--- src/rtl/mul_div_unit.sv ---
// mul_div_unit: iterative RV32M multiply/divide unit.
//   One operation in flight. Multiply is shift-add on magnitudes, divide is
//   restoring division on magnitudes; signs are fixed up on the last iteration.
//   Divide-by-zero and signed overflow skip the iteration phase entirely.
// Ports:
//   clk, reset           rising-edge clock, synchronous active-high reset
//   in_valid / in_ready  request handshake (ready only when idle)
//   Operation            RV32M funct3 (MUL..REMU)
//   SrcA, SrcB, in_tag   operands and destination tag
//   kill                 flush: drop whatever is in flight or waiting
//   out_valid/out_ready  result handshake
//   Result, out_tag      result and its tag (zero while out_valid is 0)
module mul_div_unit #(
  parameter int DATA_WIDTH    = 32,
  parameter int OPCODE_LENGTH = 3,
  parameter int TAG_WIDTH     = 5
) (
  input  logic                     clk,
  input  logic                     reset,
  input  logic                     in_valid,
  output logic                     in_ready,
  input  logic [OPCODE_LENGTH-1:0] Operation,
  input  logic [DATA_WIDTH-1:0]    SrcA,
  input  logic [DATA_WIDTH-1:0]    SrcB,
  input  logic [TAG_WIDTH-1:0]     in_tag,
  input  logic                     kill,
  output logic                     out_valid,
  input  logic                     out_ready,
  output logic [DATA_WIDTH-1:0]    Result,
  output logic [TAG_WIDTH-1:0]     out_tag
);
  localparam int W  = DATA_WIDTH;
  localparam int CW = $clog2(W);
  localparam logic [W-1:0]  MIN_NEG = {1'b1, {(W-1){1'b0}}};
  localparam logic [CW-1:0] LAST    = CW'(W-1);

  typedef enum logic [1:0] {IDLE, BUSY, DONE} state_t;

  // context captured at acceptance
  typedef struct packed {
    logic                 is_div;
    logic [1:0]           op;     // funct3[1:0]
    logic                 neg;    // final result must be negated
    logic [TAG_WIDTH-1:0] tag;
  } req_t;

  state_t          state, next;
  req_t            req_q;
  logic [CW-1:0]   cnt;
  logic [2*W-1:0]  acc;   // mul: product     | div: remainder in [W:0]
  logic [2*W-1:0]  opa;   // mul: multiplicand| div: dividend -> quotient in [W-1:0]
  logic [W-1:0]    opb;   // mul: multiplier  | div: divisor
  logic [W-1:0]    res_q;

  logic accept;
  assign in_ready  = (state == IDLE);
  assign out_valid = (state == DONE);
  assign accept    = in_valid & in_ready & ~kill;
  assign Result    = out_valid ? res_q     : '0;
  assign out_tag   = out_valid ? req_q.tag : '0;

  // ---- request decode ----
  logic op_div, a_sgn, b_sgn, a_neg, b_neg, div_zero, ovf, bypass;
  logic [W-1:0] a_mag, b_mag, byp_res;

  always_comb begin
    op_div   = Operation[2];
    // MULHU is the only multiply with unsigned rs1; MULHSU/MULHU take rs2 unsigned
    a_sgn    = op_div ? ~Operation[0] : (Operation[1:0] != 2'b11);
    b_sgn    = op_div ? ~Operation[0] : ~Operation[1];
    a_neg    = a_sgn & SrcA[W-1];
    b_neg    = b_sgn & SrcB[W-1];
    a_mag    = a_neg ? (~SrcA + 1'b1) : SrcA;
    b_mag    = b_neg ? (~SrcB + 1'b1) : SrcB;
    div_zero = op_div & (SrcB == '0);
    ovf      = op_div & ~Operation[0] & (SrcA == MIN_NEG) & (SrcB == '1);
    bypass   = div_zero | ovf;
    if (div_zero) byp_res = Operation[1] ? SrcA : '1;
    else          byp_res = Operation[1] ? '0   : SrcA;
  end

  // ---- one iteration step ----
  logic [W:0]     r_sh, diff;
  logic           ge;
  logic [2*W-1:0] acc_n, opa_n, prod_fix;
  logic [W-1:0]   opb_n, q_mag, r_mag, fin_res;

  always_comb begin
    r_sh = {acc[W-1:0], opa[W-1]};
    diff = r_sh - {1'b0, opb};
    ge   = ~diff[W];
    if (req_q.is_div) begin
      acc_n = {{(W-1){1'b0}}, (ge ? diff : r_sh)};
      opa_n = {{W{1'b0}}, opa[W-2:0], ge};
      opb_n = opb;
    end else begin
      acc_n = opb[0] ? (acc + opa) : acc;
      opa_n = {opa[2*W-2:0], 1'b0};
      opb_n = {1'b0, opb[W-1:1]};
    end
    prod_fix = req_q.neg ? (~acc_n + 1'b1) : acc_n;
    q_mag    = opa_n[W-1:0];
    r_mag    = acc_n[W-1:0];
    if (req_q.is_div) begin
      if (req_q.op[1]) fin_res = req_q.neg ? (~r_mag + 1'b1) : r_mag;
      else             fin_res = req_q.neg ? (~q_mag + 1'b1) : q_mag;
    end else begin
      fin_res = (req_q.op == 2'b00) ? prod_fix[W-1:0] : prod_fix[2*W-1:W];
    end
  end

  // ---- FSM ----
  always_ff @(posedge clk) begin
    if (reset) state <= IDLE;
    else       state <= next;
  end

  always_comb begin
    next = state;
    case (state)
      IDLE: if (accept) next = bypass ? DONE : BUSY;
      BUSY: if (cnt == LAST) next = DONE;
      DONE: if (out_ready) next = IDLE;
      default: next = IDLE;
    endcase
    if (kill) next = IDLE;
  end

  // ---- datapath ----
  always_ff @(posedge clk) begin
    if (reset) begin
      req_q <= '0;
      cnt   <= '0;
      acc   <= '0;
      opa   <= '0;
      opb   <= '0;
      res_q <= '0;
    end else if (state == IDLE && accept) begin
      req_q.is_div <= op_div;
      req_q.op     <= Operation[1:0];
      // remainder follows the dividend; everything else follows a xor b
      req_q.neg    <= (op_div & Operation[1]) ? a_neg : (a_neg ^ b_neg);
      req_q.tag    <= in_tag;
      cnt          <= '0;
      acc          <= '0;
      opa          <= {{W{1'b0}}, a_mag};
      opb          <= b_mag;
      res_q        <= bypass ? byp_res : '0;
    end else if (state == BUSY && !kill) begin
      acc <= acc_n;
      opa <= opa_n;
      opb <= opb_n;
      cnt <= cnt + 1'b1;
      if (cnt == LAST) res_q <= fin_res;
    end
  end
endmodule

--- config.mk ---
export PLATFORM = sky130hd
export DESIGN_NAME = mul_div_unit
export DESIGN_NICKNAME = d
export VERILOG_FILES = /design/src/rtl/mul_div_unit.sv
export SDC_FILE = /design/constraint.sdc
export NUM_CORES = 1
export LEC_CHECK = 0
export BUFFER_PORTS_ARGS = -buffer_cell sky130_fd_sc_hd__buf_2
export CORE_MARGIN = 1.5
export CORE_UTILIZATION = 51
export CTS_BUF_LIST = sky130_fd_sc_hd__clkbuf_8
export CTS_CLUSTER_SIZE = 16
export DETAILED_ROUTE_END_ITERATION = 8
export PLACE_DENSITY = 0.66
export SYNTH_ARGS = -nofsm -noshare
export SYNTH_HDL_FRONTEND = slang
export SYNTH_SLANG_ARGS = --single-unit
--- constraint.sdc ---
create_clock -name clk -period 18.1 [get_ports clk]
set_input_delay 3.62 -clock clk [delete_from_list [all_inputs] [get_ports clk]]
set_output_delay 3.62 -clock clk [all_outputs]
set_load 0.05 [all_outputs]
==> key figures <==
Outcome
  – Outcome: finished clean

Timing
  – Period utilization: a little over two fifths
  – Final worst clock skew: 0.02359 ns
  – Slew of the pin with the lowest slew margin: roughly 1.3 ns
  – Setup repair after global routing missed its margin: no
  – Max transition margin: 15.86%
  – Maximum clock rate: about 0.13 GHz
  – Min Tclk post-route: between 7 and 8 ns
  – Post-Route Setup TNS: 0 ns
  – Hold slack final: between 0.4 and 0.5 ns
  – Hold Vio Cnt, Final: 0
  – Post-route worst setup slack: 10.21 ns
  – Count of final setup violators: 0
  – Final Max Tran Viols: 0

Power and ir drop
  – Sequential share of power: between 30 and 40%
  – Internal power component: ~0.00089 W
  – Switching power total: about 0.00058 W
  – Proportion of total power due to net switching: 39.25%
  – Cell area power density: around 65 nW/um^2
  – Highest ir drop seen on vdd: roughly 60 uV
  – Reported leakage power: 8.705 nW
  – Part of the power in combinational logic: a little under a third
  – Clock network fraction of design power: between 30% and 40%

Layout
  – Syn-to-layout area delta: 7.853%
  – Layout cells sized above 1: 9.400%
  – Count of fill cells added during filler insertion: 4,084
  – Post-layout utilization of the core: 55.64%
  – Net total in the final layout: between 3,000 and 4,000

Critical path
  – Required arrival time at the worst endpoint: between 15 and 20 ns
  – Data arrival time at the worst-slack endpoint: ~8.4 ns
  – Critical Path End Type: flip-flop
  – Worst R2R Setup Slack: roughly 10 ns
  – Startpoint of the worst register-to-register path: opa[31]
  – Crit path launch type: flip-flop
  – Critical Path Slowest Stage Cell: a221oi_1
  – Category of the most critical setup path: reg2reg
  – Largest stage delay, worst path: approximately 0.63 ns
  – Terminus of the critical flop-to-flop path: res_q[29]
  – Most frequent CP cell: or3_1
  – Number of cells on the worst reg-to-reg path: 28
  – Worst Path Max Fanout: 19

Global routing
  – Pin count of the biggest net entering global routing: 94
  – Routing usage on met2: between 60% and 70%
  – Most Crowded Layer GR: met2
  – Antenna violations before repair: 1
  – Global Route met3 Usage: 10.66%
  – First-pass GRT wire length: around 140,000 um
  – Number of global-route vias before repair: between 20,000 and 25,000
  – Overall routing resource usage: 42.33%
  – Total congestion overflow after global routing: 0
  – Global-route track usage on met1: approximately three fifths

Logic synthesis
  – Area leader, netlist: dfxtp_1
  – Most instantiated flip-flop cell in the synthesis netlist: dfxtp_1
  – Area share of the leading cell type in the synthesized netlist: 19.77%
  – Unique cell type count in the Yosys netlist: between 100 and 150
  – Yosys reg bits: approximately 210
  – Netlist area before placement: around 21,000 sq um
  – Largest cells by area after synthesis: dfxtp_1, a21oi_1, nor2_1
  – Async set-or-reset flop fraction in the synthesized netlist: 0%
  – Synth warnings: 0
  – Most instantiated cells after synthesis: nor2_1, nand2_1, a21oi_1
  – Register area share after synthesis: between 15 and 20%
  – Cells after synthesis: just over 3,000
  – Cell with the most instances after synthesis: nor2_1
  – Number of enable flip-flop cells after synthesis: 0
  – Number of nets in the synthesized netlist: 3,243
  – Average cell area after synthesis: slightly below 7 sq um

Clocking
  – Post-CTS setup buffer count: 0
  – Clock tree from TritonCTS: done
  – Post-cts sizing count: 0
  – Clock slew at reported path FFs: about 0.070 ns
  – Number of clock sinks: 208
  – CTS H-Tree Depth: 2
  – Number of buffers added by the clock tree synthesis step: ~40
  – Worst-skew pair later-pin latency: about 0.63 ns
  – Deepest clock path buffer count: 3
  – Cell chosen for the clock root: clkbuf_8
  – Hold bufs inserted after CTS: 0

Drt
  – Average wire per cell in the routed design: ~26 um
  – Number of nets with antenna violations after routing: 0
  – Total DRC errors in the routed layout: 0
  – Aggregate routed wire length: between 90,000 and 100,000 um
  – Post-detailed-route via-to-cell ratio: 6.874
  – DR iter-0 viols: a little over 3,000
  – Router iterations before antenna repair: 6
  – Detailed-route via count: about 25,000

Floorplanning
  – Core region area: approximately 41,000 sq um
  – Total die area: 42,530 sq um
  – Chip Height: approximately 210 um
  – Site Rows: 74
  – Top-Level Pins: about 120
  – Starting utilization of the core area: between 50% and 60%
  – Die Span X: 206.2 um

Placed design
  – Pre-CTS worst setup slack: just over 10 ns
  – Port Buf Inserts: 115
  – HPWL after DPL: between 60,000 and 70,000 um
  – RePlAce Congestion: ~1.1

Run
  – Max cap viols: 0

Worst hold path
  – Hold endpoint: req_q[1]
  – Hold Path Cell Cnt: 2
  – Hold path startpoint: req_q[1]
  – Hold Crit Class: reg2reg
## registers in the layout, indices dropped and copies added (netlist names)
signal	flops
state	2
opa	64
opb	32
acc	64
cnt	5
req_q	9
res_q	32
## layout make-up
| cell class | count | area, sq um | share of cell area [%] |
|---|---|---|---|
| antenna | 1 | 2.502 | 0.01102 |
| tap | 532 | 665.6 | 2.930 |
| sequential | 208 | 4167 | 18.34 |
| clock inverter | 20 | 127.6 | 0.5618 |
| clock buffer | 53 | 729.5 | 3.211 |
| timing repair buffer | 157 | 893.4 | 3.932 |
| inverter | 81 | 304.0 | 1.338 |
| multi-input combinational | 2566 | 15830 | 69.68 |
## through the flow
step / instance area [sq um] / instances / power, W
6_report: 22720 / 3618 / 0.001471
5_1_grt: 22720 / 3617 / 0.001514
4_1_cts: 22720 / 3617 / 0.001451
3_5_place_dp: 21860 / 3544 / 0.0009330
3_3_place_gp: 21860 / 3544 / 0.0009305
2_1_floorplan: 21060 / 3061 / 0.0007864
## cells by family after synthesis
kind of cell               share of synthesized area (%)
muxes                                              1.277
xor gates and xnor gates                           7.277
and+or+nand+nor                                    27.09
adders and majority gates                          6.308
buffers and inverters                              5.316
DFF                                                19.77
AOI/OAI and AO/OA                                  32.97
## routing by layer
metal / part of all wire, % / vias to the layer above
met1: 42 / 11680
met4: 3.9 / 4
met2: 41 / 1632
met3: 13 / 242
met5: 0.028 / -
li1: - / 11310
## placed cells by master, fill, tap and decap left out, drive strengths merged, types with 85 or more instances in the layout
cell and instances:
nor3 85, inv 89, nand2 360, a21oi 331, xnor2 104, ha 103
buf 157, a211oi 99, dfxtp 208, nor2 388, o21ai 190
## power by group through the flow
stage | Sequential, W | Combinational [W] | Clock (W)
2_1_floorplan | 0.000494 | 0.000292 | 0
3_3_place_gp | 0.000510 | 0.000421 | 0
3_5_place_dp | 0.000510 | 0.000423 | 0
4_1_cts | 0.000500 | 0.000425 | 0.000525
5_1_grt | 0.000503 | 0.000470 | 0.000541
6_report | 0.000504 | 0.000443 | 0.000524
## worst max-delay path, delay by kind of cell, from the launching register on
kind            cells  cell delay, ns
simple gates       10            2.79
compound gates     10            2.69
fa+ha+maj           3            0.90
buf+inv             4            0.85
flops               1            0.43
xor+xnor            1            0.10
## worst max path at each step
stage               startpoint   endpoint  cells past startpoint
floorplan             SrcB[10]  res_q[20]                     15
global placement      SrcB[10]  res_q[20]                     14
detailed placement    SrcB[10]  res_q[20]                     14
CTS                    opa[31]  res_q[29]                     28
global route           opa[31]  res_q[29]                     28
finish                 opa[31]  res_q[29]                     28
Note: power is estimated with default switching activity, not from simulation.
